## src/rtl/duty_ramp_ctrl_if.sv

```systemverilog
// Command/status bundle between the steering logic (master) and duty_ramp_ctrl (slave).
// Signal names match the block's port list; the optional ramp_done stays a plain port.
interface duty_ramp_ctrl_if;
  logic       period_tick;
  logic       cmd_vld;
  logic       cmd_rdy;
  logic [9:0] cmd_duty;
  logic       cmd_dir;
  logic       brake;
  logic [9:0] duty;
  logic       dir;
  logic       busy;

  modport master (
    output period_tick, cmd_vld, cmd_duty, cmd_dir, brake,
    input  cmd_rdy, duty, dir, busy
  );

  modport slave (
    input  period_tick, cmd_vld, cmd_duty, cmd_dir, brake,
    output cmd_rdy, duty, dir, busy
  );
endinterface

```

## src/rtl/duty_ramp_ctrl.sv

```systemverilog
// Slew-limited duty/direction feeder for the PWM generator, with reversal dead time and brake.
// Optional macro DUTY_RAMP_DONE_EN adds the ramp_done pulse output.
//
// state | meaning
// IDLE  | duty/dir equal the accepted target
// RAMP  | stepping duty toward target (toward 0 first when a reversal is pending)
// DEAD  | duty held at 0 for DEAD_PERIODS ticks before dir may change
// BRAKE | duty forced to 0, commands refused
module duty_ramp_ctrl #(
  parameter int STEP         = 16,
  parameter int DUTY_MAX     = 1000,
  parameter int DEAD_PERIODS = 4
) (
  input  logic            clk,
  input  logic            rst_n,
  duty_ramp_ctrl_if.slave bus
`ifdef DUTY_RAMP_DONE_EN
  ,
  output logic            ramp_done
`endif
);

  typedef enum logic [1:0] {
    IDLE  = 2'd0,
    RAMP  = 2'd1,
    DEAD  = 2'd2,
    BRAKE = 2'd3
  } state_t;

  localparam logic [10:0] STEP_W   = 11'(STEP);
  localparam logic [9:0]  DUTY_CAP = 10'(DUTY_MAX);
  localparam logic [3:0]  DEAD_CNT = 4'(DEAD_PERIODS);

  state_t     state_q, state_d;
  logic [9:0] duty_q, duty_d;
  logic       dir_q, dir_d;
  logic [9:0] tgt_duty_q, tgt_duty_d;
  logic       tgt_dir_q, tgt_dir_d;
  logic [3:0] cnt_q, cnt_d;

  logic       accept;
  logic [9:0] cmd_clamped;
  logic [9:0] eff;
  logic [9:0] ramp_duty;
  logic [10:0] eff_w, duty_w, diff_w;
  logic        step_up;

  assign bus.cmd_rdy = (state_q != BRAKE);
  assign bus.duty    = duty_q;
  assign bus.dir     = dir_q;
  assign bus.busy    = (duty_q != tgt_duty_q) || (dir_q != tgt_dir_q) || (state_q != IDLE);

  assign accept      = bus.cmd_vld && bus.cmd_rdy;
  assign cmd_clamped = (bus.cmd_duty > DUTY_CAP) ? DUTY_CAP : bus.cmd_duty;

  // A pending reversal ramps to zero first.
  assign eff    = (tgt_dir_q != dir_q) ? 10'd0 : tgt_duty_q;
  assign eff_w  = {1'b0, eff};
  assign duty_w = {1'b0, duty_q};

  always_comb begin
    step_up   = 1'b0;
    diff_w    = '0;
    ramp_duty = duty_q;
    if (eff_w >= duty_w) begin
      step_up = 1'b1;
      diff_w  = eff_w - duty_w;
    end else begin
      diff_w  = duty_w - eff_w;
    end
    if (diff_w <= STEP_W) begin
      ramp_duty = eff;
    end else if (step_up) begin
      ramp_duty = 10'(duty_w + STEP_W);
    end else begin
      ramp_duty = 10'(duty_w - STEP_W);
    end
  end

  always_comb begin
    state_d    = state_q;
    duty_d     = duty_q;
    dir_d      = dir_q;
    tgt_duty_d = tgt_duty_q;
    tgt_dir_d  = tgt_dir_q;
    cnt_d      = cnt_q;

    if (bus.brake) begin
      state_d    = BRAKE;
      duty_d     = 10'd0;
      tgt_duty_d = 10'd0;
      tgt_dir_d  = dir_q;
    end else begin
      if (accept) begin
        tgt_duty_d = cmd_clamped;
        tgt_dir_d  = bus.cmd_dir;
      end

      // Stepping uses the registered (pre-accept) target.
      unique case (state_q)
        IDLE: ;
        RAMP: begin
          if (bus.period_tick) begin
            duty_d = ramp_duty;
            if (ramp_duty == eff) begin
              if (dir_q != tgt_dir_q) begin
                state_d = DEAD;
                cnt_d   = DEAD_CNT;
              end else begin
                state_d = IDLE;
              end
            end
          end
        end
        DEAD: begin
          duty_d = 10'd0;
          if (bus.period_tick) begin
            if (cnt_q <= 4'd1) begin
              cnt_d   = 4'd0;
              dir_d   = tgt_dir_q;
              state_d = IDLE;
            end else begin
              cnt_d = cnt_q - 4'd1;
            end
          end
        end
        BRAKE: begin
          duty_d  = 10'd0;
          state_d = DEAD;
          cnt_d   = DEAD_CNT;
        end
        default: state_d = IDLE;
      endcase

      // IDLE only holds while output equals the (possibly just updated) target.
      if ((state_d == IDLE) && ((duty_d != tgt_duty_d) || (dir_d != tgt_dir_d))) begin
        state_d = RAMP;
      end
    end
  end

  always_ff @(posedge clk or negedge rst_n) begin
    if (!rst_n) begin
      state_q    <= IDLE;
      duty_q     <= '0;
      dir_q      <= 1'b0;
      tgt_duty_q <= '0;
      tgt_dir_q  <= 1'b0;
      cnt_q      <= '0;
    end else begin
      state_q    <= state_d;
      duty_q     <= duty_d;
      dir_q      <= dir_d;
      tgt_duty_q <= tgt_duty_d;
      tgt_dir_q  <= tgt_dir_d;
      cnt_q      <= cnt_d;
    end
  end

`ifdef DUTY_RAMP_DONE_EN
  logic ramp_done_q;

  always_ff @(posedge clk or negedge rst_n) begin
    if (!rst_n) begin
      ramp_done_q <= 1'b0;
    end else begin
      ramp_done_q <= (state_d == IDLE) && ((state_q == RAMP) || (state_q == DEAD));
    end
  end

  assign ramp_done = ramp_done_q;
`endif

endmodule

```

## src/flat_wrapper.sv

```systemverilog
// flat-port wrapper written by rule: the top's interface ports become plain ports
module duty_ramp_ctrl_flat 
#(
  parameter int STEP         = 16,
  parameter int DUTY_MAX     = 1000,
  parameter int DEAD_PERIODS = 4
)
  (clk, rst_n, bus_period_tick, bus_cmd_vld, bus_cmd_duty, bus_cmd_dir, bus_brake, bus_cmd_rdy, bus_duty, bus_dir, bus_busy);
  duty_ramp_ctrl_if bus_i ();
  input  logic clk;
  input  logic rst_n;
  input wire logic [$bits(bus_i.period_tick)-1:0] bus_period_tick;
  input wire logic [$bits(bus_i.cmd_vld)-1:0] bus_cmd_vld;
  input wire logic [$bits(bus_i.cmd_duty)-1:0] bus_cmd_duty;
  input wire logic [$bits(bus_i.cmd_dir)-1:0] bus_cmd_dir;
  input wire logic [$bits(bus_i.brake)-1:0] bus_brake;
  output wire logic [$bits(bus_i.cmd_rdy)-1:0] bus_cmd_rdy;
  output wire logic [$bits(bus_i.duty)-1:0] bus_duty;
  output wire logic [$bits(bus_i.dir)-1:0] bus_dir;
  output wire logic [$bits(bus_i.busy)-1:0] bus_busy;
  assign bus_i.period_tick = bus_period_tick;
  assign bus_i.cmd_vld = bus_cmd_vld;
  assign bus_i.cmd_duty = bus_cmd_duty;
  assign bus_i.cmd_dir = bus_cmd_dir;
  assign bus_i.brake = bus_brake;
  assign bus_cmd_rdy = bus_i.cmd_rdy;
  assign bus_duty = bus_i.duty;
  assign bus_dir = bus_i.dir;
  assign bus_busy = bus_i.busy;
  duty_ramp_ctrl #(.STEP(STEP), .DUTY_MAX(DUTY_MAX), .DEAD_PERIODS(DEAD_PERIODS)) u_core (.clk(clk), .rst_n(rst_n), .bus(bus_i));
endmodule
```

## config.mk

```make
export PLATFORM = sky130hd
export DESIGN_NAME = duty_ramp_ctrl_flat
export DESIGN_NICKNAME = d
export VERILOG_FILES = /design/src/rtl/duty_ramp_ctrl_if.sv /design/src/rtl/duty_ramp_ctrl.sv /design/src/flat_wrapper.sv
export SDC_FILE = /design/constraint.sdc
export NUM_CORES = 1
export LEC_CHECK = 0
export ABC_AREA = 1
export CAP_MARGIN = 10
export CORE_MARGIN = 1.5
export CORE_UTILIZATION = 60
export CTS_BUF_LIST = sky130_fd_sc_hd__clkbuf_16
export DETAILED_ROUTE_END_ITERATION = 16
export HOLD_SLACK_MARGIN = 0.12
export PLACE_DENSITY = 0.82
export SYNTH_ARGS = -nofsm -noshare
export SYNTH_HDL_FRONTEND = slang
export SYNTH_SLANG_ARGS = --single-unit
```

## constraint.sdc

```tcl
create_clock -name clk -period 7.7 [get_ports clk]
set_input_delay 1.155 -clock clk [delete_from_list [all_inputs] [get_ports clk]]
set_output_delay 1.155 -clock clk [all_outputs]
set_load 0.01 [all_outputs]
```

* Word-level counts from Yosys, hierarchy flattened
Cells that the tools add are included.
** Storage, ports and cells
- Output and inout port bits :: 13
- Input bits :: 16
- Bits in registers :: 28
** Operators by class
- $lt $le $gt $ge :: 4
- Mux-type cells :: 35
- Reductions and logical operators :: 10
- Bitwise operators :: 1
- Add/subtract/negate cells :: 5
- Eq/ne operators :: 14
** Operator list (number)
- 10-bit 2-to-1 mux :: 10
- 10-bit by 10-bit subtractor with 11-bit output :: 2
- 4-bit 2-to-1 mux :: 5
- 10-bit inequality test :: 2
- 10-bit case mux with 2 select lines :: 1
- 2-bit 2-to-1 mux :: 8
- 4-bit case mux with 3 select lines :: 1
- 11-bit by 5-bit <= comparator with 1-bit output (second input constant) :: 1
- 11-bit 2-to-1 mux :: 1
- 10-bit by 5-bit adder with 10-bit output (second input constant) :: 1
- 10-bit == test :: 1
- 10-bit greater-or-equal comparator :: 1
- 10-bit greater-than comparator (second input constant) :: 1
- 10-bit by 5-bit subtractor with 10-bit output (second input constant) :: 1
- 1-bit 2-to-1 mux :: 8
- 2-bit inequality test (second input constant) :: 3
- 2-bit case mux with 3 select lines :: 1
- 6-bit AND reduction :: 1
- 2-bit == test (second input constant) :: 2
- 4-bit by 1-bit <= comparator with 1-bit output (second input constant) :: 1
- 2-bit by 1-bit inequality test with 1-bit output (second input constant) :: 2
- 4-bit by 1-bit subtractor with 4-bit output (second input constant) :: 1
- 1-bit logical OR :: 3
- 1-bit inequality test :: 3
- 7 further kinds :: 8

* Logic depth before layout (Yosys ltp)
Gate-level depths: netlist of the first run.
- Word-level depth :: 15
- Mapped depth :: 33
- Gate-level depth less buffers :: 32

* Worst setup path before layout of the first run
OpenSTA, ideal clock, no wires.
- Path type :: register -> register
- From :: register u_core.dir_q (netlist: u_core.bus.dir)
- To :: register u_core.cnt_q[0]
- Data required time :: 7.582 ns
- Stages on the path, launching flop included :: 33
- Setup time :: 0.118 ns
- Clock period less this slack :: 4.126 ns
- Path slack :: 3.574 ns
- Arrival :: 4.008 ns
- Path through :: dfrtp_1 > inv_2 > nand2_1 > nand2_2 > inv_1 > clkbuf_1 > nor2_1 > inv_1 > ha_1 > nand2_2 > nor2_4 > inv_2 > nor2_2 > a21oi_2 > nand3_2 > inv_2 > ha_1 > a21oi_1 > nand2_1 > nand2_1 > nand2_1 > a21oi_1 > xor2_1 > xor2_1 > nand2_1 > nand3_1 > nand4_1 > nor2_2 > nand2_2 > nand2_4 > nand3_4 > nand2_1 > nand2_1
** Between the ends
- Longest elaborated chain between the ends :: 9
- Elaborated cells between the ends (all ways) :: 15
- Those cells by class :: add/sub (2); order compare (2); eq/ne (5); mux (5); reduce/logical (1)
** Ends and longest elaborated chain
- from (decl) :: line duty_ramp_ctrl.sv:36 : logic dir_q, dir_d;
- from (signal assigned) :: line duty_ramp_ctrl.sv:153 : dir_q <= dir_d;
- 1-bit inequality test :: line duty_ramp_ctrl.sv:57, duty_ramp_ctrl.sv:106
- 10-bit 2-to-1 mux :: line duty_ramp_ctrl.sv:57 : assign eff = (tgt_dir_q != dir_q) ? 10'd0 : tgt_duty_q;
- 10-bit by 10-bit subtractor with 11-bit output (tied with other cells) :: line duty_ramp_ctrl.sv:69 : diff_w = duty_w - eff_w;
- 11-bit 2-to-1 mux / 1-bit 2-to-1 mux (equally long branches) :: line duty_ramp_ctrl.sv:65 : if (eff_w >= duty_w) begin
- 11-bit by 5-bit <= comparator with 1-bit output / 10-bit 2-to-1 mux (equally long branches) :: line duty_ramp_ctrl.sv:71, duty_ramp_ctrl.sv:73
- 10-bit 2-to-1 mux :: line duty_ramp_ctrl.sv:71 : if (diff_w <= STEP_W) begin
- 10-bit == test :: line duty_ramp_ctrl.sv:105 : if (ramp_duty == eff) begin
- 2-bit by 1-bit inequality test with 1-bit output (no line)
- 6-bit AND reduction (no line) *
- to (signal assigned) :: line duty_ramp_ctrl.sv:156 : cnt_q <= cnt_d;
- to (decl) :: line duty_ramp_ctrl.sv:39 : logic [3:0] cnt_q, cnt_d;
Mark *: on every way between the ends. The rest lies on a longest branch, timed or not.
A chain may end at the register's enable or synchronous reset.

* Final worst setup path of the first run
- From :: register u_core.dir_q (netlist: u_core.bus.dir)
- To :: register u_core.cnt_q[1]
Same word-level chain as after synthesis.

==> results of run 1 <==
## final cells by class
cell class / count / area [um^2]
multi-input combinational: 441 / 2301
fill: 487 / 1662
sequential: 28 / 700.7
inverter: 87 / 326.6
timing repair buffer: 29 / 287.8
tap: 72 / 90.09
clock buffer: 3 / 75.07
clock inverter: 1 / 30.03
## final timing paths
path	start	end	cells past startpoint	slack (ns)
setup / recovery	u_core.bus.dir	u_core.cnt_q[1]	31	3.01
hold / removal	u_core.cnt_q[1]	u_core.cnt_q[1]	2	0.51
setup reg to reg	u_core.bus.dir	u_core.cnt_q[1]	31	3.01
hold reg to reg	u_core.cnt_q[1]	u_core.cnt_q[1]	2	0.51
max in group asynchronous	rst_n	u_core.bus.duty[1]	2	6.16
min in group asynchronous	rst_n	u_core.bus.duty[8]	2	1.27
## power breakdown
group	switching, mW	internal (mW)	total (mW)
Sequential	0.0307	0.175	0.206
Combinational	0.785	0.369	1.15
Clock	0.0501	0.104	0.154
## state kept, by name (all words and copies together), names as in the netlist
signal / count
u_core.bus.dir: 1
u_core.bus.duty: 10
u_core.cnt_q: 4
u_core.state_q: 2
u_core.tgt_dir_q: 1
u_core.tgt_duty_q: 10
## routing by layer
layer	up-vias	wire, um	share of wire [%]
met3	22	513	5.2
met2	149	4703	47
li1	1873	-	-
met4	0	246	2.5
met5	-	0	0
met1	1715	4448	45
## through the flow
stage	worst slack, ns	hold slack (ns)	util (%)	std cells	cell area [um^2]
after global routing	2.545	0.5589	69.64	661	3811
final	3.009	0.5127	69.64	661	3811
after floorplan	3.574	0.4636	-	564	3367
after detailed placement	3.052	0.5029	67.72	657	3706
after CTS	3.037	0.5180	69.64	661	3811
after global placement	3.246	0.4822	67.72	657	3706
## synthesized netlist by cell type, types with 2 or more instances
| master | count |
|---|---|
| nand3_4 | 2 |
| o21ai_0 | 17 |
| a31oi_1 | 4 |
| nand2_1 | 176 |
| nor2_1 | 64 |
| o22ai_1 | 7 |
| nor3_1 | 3 |
| clkbuf_1 | 5 |
| ha_1 | 23 |
| o211ai_1 | 2 |
| nand2_2 | 7 |
| dfrtp_1 | 28 |
| inv_2 | 3 |
| nand2_4 | 2 |
| o31ai_1 | 3 |
| xor2_1 | 8 |
| nor4_1 | 2 |
| a21oi_1 | 23 |
| nand4_1 | 18 |
| nand3b_1 | 6 |
| o21bai_1 | 2 |
| nor2_2 | 3 |
| xnor2_1 | 5 |
| nand3_1 | 54 |
| inv_1 | 83 |
## cells by family (layout without fill, tap and decap cells)
| group | Yosys count | after routing | share of synthesized area [%] |
|---|---|---|---|
| AOI/OAI and AO/OA | 64 | 64 | 11.07 |
| and+or+nand+nor | 340 | 340 | 44.74 |
| buffers and inverters | 95 | 120 | 10.85 |
| xor gates and xnor gates | 13 | 13 | 3.382 |
| adders and majority gates | 24 | 24 | 9.142 |
| DFF | 28 | 28 | 20.81 |
## cell usage in the layout (no fill, tap or decap), types with 2 or more instances in the layout
cell             instances
nand2_1                176
inv_1                   83
o21ai_0                 17
nor3_1                   3
nand2_4                  2
inv_2                    3
nor4_1                   2
a21oi_1                 23
xor2_1                   8
nand4_1                 18
nor2_2                   3
nand3_4                  2
nand3_1                 54
a31oi_1                  4
clkdlybuf4s50_1         28
ha_1                    23
xnor2_1                  5
o31ai_1                  3
nand3b_1                 6
clkbuf_16                3
nor2_1                  64
o21bai_1                 2
o211ai_1                 2
dfrtp_1                 28
nand2_2                  7
o22ai_1                  7
## worst register-to-register path: cells and delay by family (launching register included)
kind	cells	cell delay, ns
xor+xnor	2	0.36
flops	1	0.43
fa+ha+maj	2	0.80
simple gates	19	2.03
buf+inv	5	0.52
compound gates	3	0.44
==> impl_metrics.toml, run 1 <==
[clocking]
post_cts_resized = 0
clock_path_buffers = 2
clock_latency_ns = 0.26
postCtsSetupBuffers = 0
cts_tree = "yes"
clk_pin_slew_worst_paths_ns = 0.06
cts.sinks = 28
ctsHtreeMaxLevel = 1
numCtsBuffers = 3
cts-hold-fix-buffers = 0
cts_root_buf = "clkbuf_16"

[sta]
setup_violations = 0
worst_slew_pin_slew_ns = 0.9416
fmax_mhz = 213.2
tns_ns = 0
finClkSkew_ns = 0.005185
period_share_pct = 60.92
slew_headroom_pct = 37.23
drv_slew = 0
hold_viol_final = 0
rsz0062_at_grt = "false"
fin_crit_ns = 4.691

[synthesis]
synth.cell_area_mm2 = 0.003367
synthTopCellsByArea = "dfrtp_1 (21%), nand2_1 (20%), inv_1 (9.3%)"
synthArstFlopShare_pct = 100.0
syn-mean-instance-area_um2 = 5.970
synthCells = 564
ys_warn_count = 0
seq_area_frac_synth_pct = 20.81
synth_area_leader_cell = "dfrtp_1"
syn_nets = 604
synth_ff_type = "dfrtp_1"
ys_ff_latch = 28
synth_top_area_share_pct = 20.81
synthDistinctLibCells = 39
synth-edff-count = 0

[place]
io_buffers = 28
hpwl_um = 7913
place_congestion = 1.072

[floorplanning]
row_count = 27
die_w_um = 77.91
start_util_pct = 61.52
ioPinCount = 29
fp.coreArea_mm2 = 0.005473
die_height_um = 77.91
dieArea_mm2 = 0.006070

[layout]
synthToLayoutAreaGrowth_pct = 13.19
finalNetCount = 630
diodes = 0
drive_gt1_share_pct = 4.584

[setup_path]
crit_buf_inv = 5
critical-path-top-delay-family = "simple AND/OR/NAND/NOR gates"
crit_top_cell = "nand2_1"
path_max_fanout = 12
slowest_delay_ns = 0.45
critPathSlowestCell = "ha_1"
cp.arrival_ns = 4.84
cp-start-kind = "register"
critPathKind = "register to register"
required_ns = 7.85
critPathCaptureType = "register"

[global_route]
grtUsageMet2_pct = 58.09
grt_pass1_wl_um = 16350
grt_start_max_net_pins = 29
gr-usage-all-layers_pct = 33.55
met1_usage_pct = 44.92
grt_pass1_vias = 3499
overflow = 0
antenna_found_initial = 0
use_met3_pct = 1.765
grt_most_used_layer = "met2"

[route]
firstDrtPassIters = 5
drt_iter0_drc = 337
wl_um = 9911
post_drt_wl_per_cell_um = 14.99
drc_errors = 0
viasPerCell = 5.687
antenna_left = 0
via_count = 3759

[hold_path]
hold_class = "register to register"

[job]
maxCapViolCount = 0

[power]
p_leak_nw = 2.073
power_mw = 1.514
ir_worst_vdd_mv = 0.4031
pwr_density_cell_mw_per_mm2 = 397.2

[outcome]
status = "finished clean"
(Power assumes the default switching activity.)
==> run 2, diff against run 1 <==
- clock period: 7.7 -> 4.6 ns (I/O delays scaled with it)
==> run 2 against run 1 <==
Compared with the run above:
- first-iteration DRC count up 27%
- combinational power increased by 89%
- core utilization up 4.7 points
- worst setup slack lost 2.8 ns
- die area is the same
- sequential share of layout area down 1.2 points
- worst hold slack got worse by 0.0033 ns
- critical path type unchanged
==> impl_metrics.toml, run 2 (synthesis gave the netlist of run 1 again) <==
[layout]
drive_gt1_share_pct = 10.54
mostFrequentLayoutCells = "nand2_1 (174), inv_1 (82), nor2_1 (57)"
final_common_cell = "nand2_1"
final_core_util_pct = 74.35
finalNetCount = 648
diodes = 0
synthToLayoutAreaGrowth_pct = 20.85

[clocking]
clk_pin_slew_worst_paths_ns = 0.07
numCtsBuffers = 3
cts-hold-fix-buffers = 0
clock_path_buffers = 2
cts_tree = "yes"
cts.sinks = 28
clock_latency_ns = 0.26
ctsHtreeMaxLevel = 1
cts_root_buf = "clkbuf_16"

[sta]
slew_headroom_pct = 39.99
tns_ns = 0
fin_crit_ns = 4.401
worst_slew_pin_slew_ns = 0.9001
finClkSkew_ns = 0.002524
setup_violations = 0
fmax_mhz = 227.2
setup_slack_ns = 0.1987
drv_slew = 0
period_share_pct = 95.68
hold_viol_final = 0

[setup_path]
slowest_delay_ns = 0.40
cp-start-kind = "register"
r2r-start = "u_core.tgt_dir_q"
required_ns = 4.75
critPathSlowestCell = "dfrtp_1"
crit_top_cell = "nand2_1"
cp.arrival_ns = 4.55
path_max_fanout = 8
critPathKind = "register to register"
critPathCaptureType = "register"
crit_path_start = "u_core.tgt_dir_q"

[power]
power_mw = 2.716
p_comb_share_pct = 80.0
switchingPower_mw = 1.570
ir_worst_vdd_mv = 0.6170
pwr_density_cell_mw_per_mm2 = 667.5
p_sw_share_pct = 57.82
p_leak_nw = 2.144
seqPwrFrac_pct = 12.6
p_int_mw = 1.146
power_frac_clock_pct = 7.4

[floorplanning]
die_height_um = 77.91
ioPinCount = 29
row_count = 27
start_util_pct = 61.52
fp.coreArea_mm2 = 0.005473
dieArea_mm2 = 0.006070
die_w_um = 77.91

[place]
io_buffers = 28
hpwl_um = 7982
place_congestion = 0.9975
post-place-ws_ns = 0.09919

[hold_path]
hold_class = "register to register"
worstHoldStart = "u_core.cnt_q[1]"

[route]
via_count = 3904
drt_iter0_drc = 427
post_drt_wl_per_cell_um = 15.19
firstDrtPassIters = 6
antenna_left = 0
wl_um = 10320
viasPerCell = 5.750
drc_errors = 0

[global_route]
grt_start_max_net_pins = 29
gr-usage-all-layers_pct = 33.70
grt_pass1_vias = 3613
grt_pass1_wl_um = 16360
antenna_found_initial = 0
overflow = 0

[outcome]
status = "finished clean"

[job]
maxCapViolCount = 0
## run 2: cell types whose count changed in the layout (fill, tap and decap cells not counted), moves of 2 or more
cell / before / now
a21oi_1: 23 / 20
a21oi_2: 1 / 4
buf_4: 1 / 17
clkinvlp_4: 0 / 2
ha_1: 23 / 18
ha_2: 0 / 2
ha_4: 0 / 3
nand2_1: 176 / 174
nand2_2: 7 / 9
nor2_1: 64 / 57
nor2_4: 1 / 8
## run 2: area by class of cell
class / count / area (um^2)
Multi-Input combinational cell: 441 / 2426
Fill cell: 461 / 1404
Sequential cell: 28 / 700.7
Timing Repair Buffer: 46 / 427.9
Inverter: 87 / 337.8
Tap cell: 72 / 90.09
Clock buffer: 3 / 75.07
Timing Repair inverter: 1 / 7.507
Clock inverter: 1 / 3.754
## run 2: critical path: cells and delay by family, from the launching register on
kind                     cells  cell delay [ns]
AO/OA/AOI/OAI                4             0.59
XOR/XNOR                     2             0.28
adder cells (fa/ha/maj)      2             0.53
buffers and inverters        5             0.55
flip-flops                   1             0.40
AND/OR/NAND/NOR             19             1.91
## run 2: path summary, 6_finish.rpt
path | end | slack (ns) | depth (start not counted)
worst min register to register | u_core.cnt_q[1] | 0.51 | 2
worst max register to register | u_core.cnt_q[0] | 0.20 | 32
worst min-delay path | u_core.cnt_q[1] | 0.51 | 2
min in group asynchronous | u_core.bus.duty[8] | 0.80 | 2
max in group asynchronous | u_core.bus.duty[1] | 3.52 | 2
worst max-delay path | u_core.cnt_q[0] | 0.20 | 32
## run 2: metrics by stage
| stage | hold slack, ns | cells | cell area [um^2] |
|---|---|---|---|
| finish | 0.5094 | 679 | 4069 |
| global route | 0.5552 | 679 | 4069 |
| CTS | 0.5105 | 672 | 3867 |
| detailed placement | 0.4941 | 668 | 3789 |
| global placement | 0.4821 | 668 | 3789 |
| floorplan | 0.3944 | 564 | 3367 |
## run 2: per-layer routing
layer  wire length (um)  track usage (%)  vias up
met4                440            15.18        0
met1               4336            44.90     1787
met2               4879            56.26      174
li1                   -                -     1905
met5                  0                0        -
met3                658            1.765       38
## run 2: timing repair
item                                   4_1_cts  5_1_grt
endpoints found under the hold margin        0        0
buffers inserted                             0        6
resized for setup                            0       33
setup endpoints to repair                    0        6
## run 2: power groups by stage
stage,combinational [mW],clock [mW],sequential [mW]
3_3_place_gp,1.87,0,0.343
3_5_place_dp,1.89,0,0.345
2_1_floorplan,1.49,0,0.338
5_1_grt,2.38,0.206,0.348
6_report,2.17,0.200,0.343
4_1_cts,1.91,0.199,0.340
==> run 3, diff against run 2 <==
- SLEW_MARGIN: default -> 0
==> results of run 3 <==
Same layout as run 2: the final DEF is identical, and so are final timing and power.
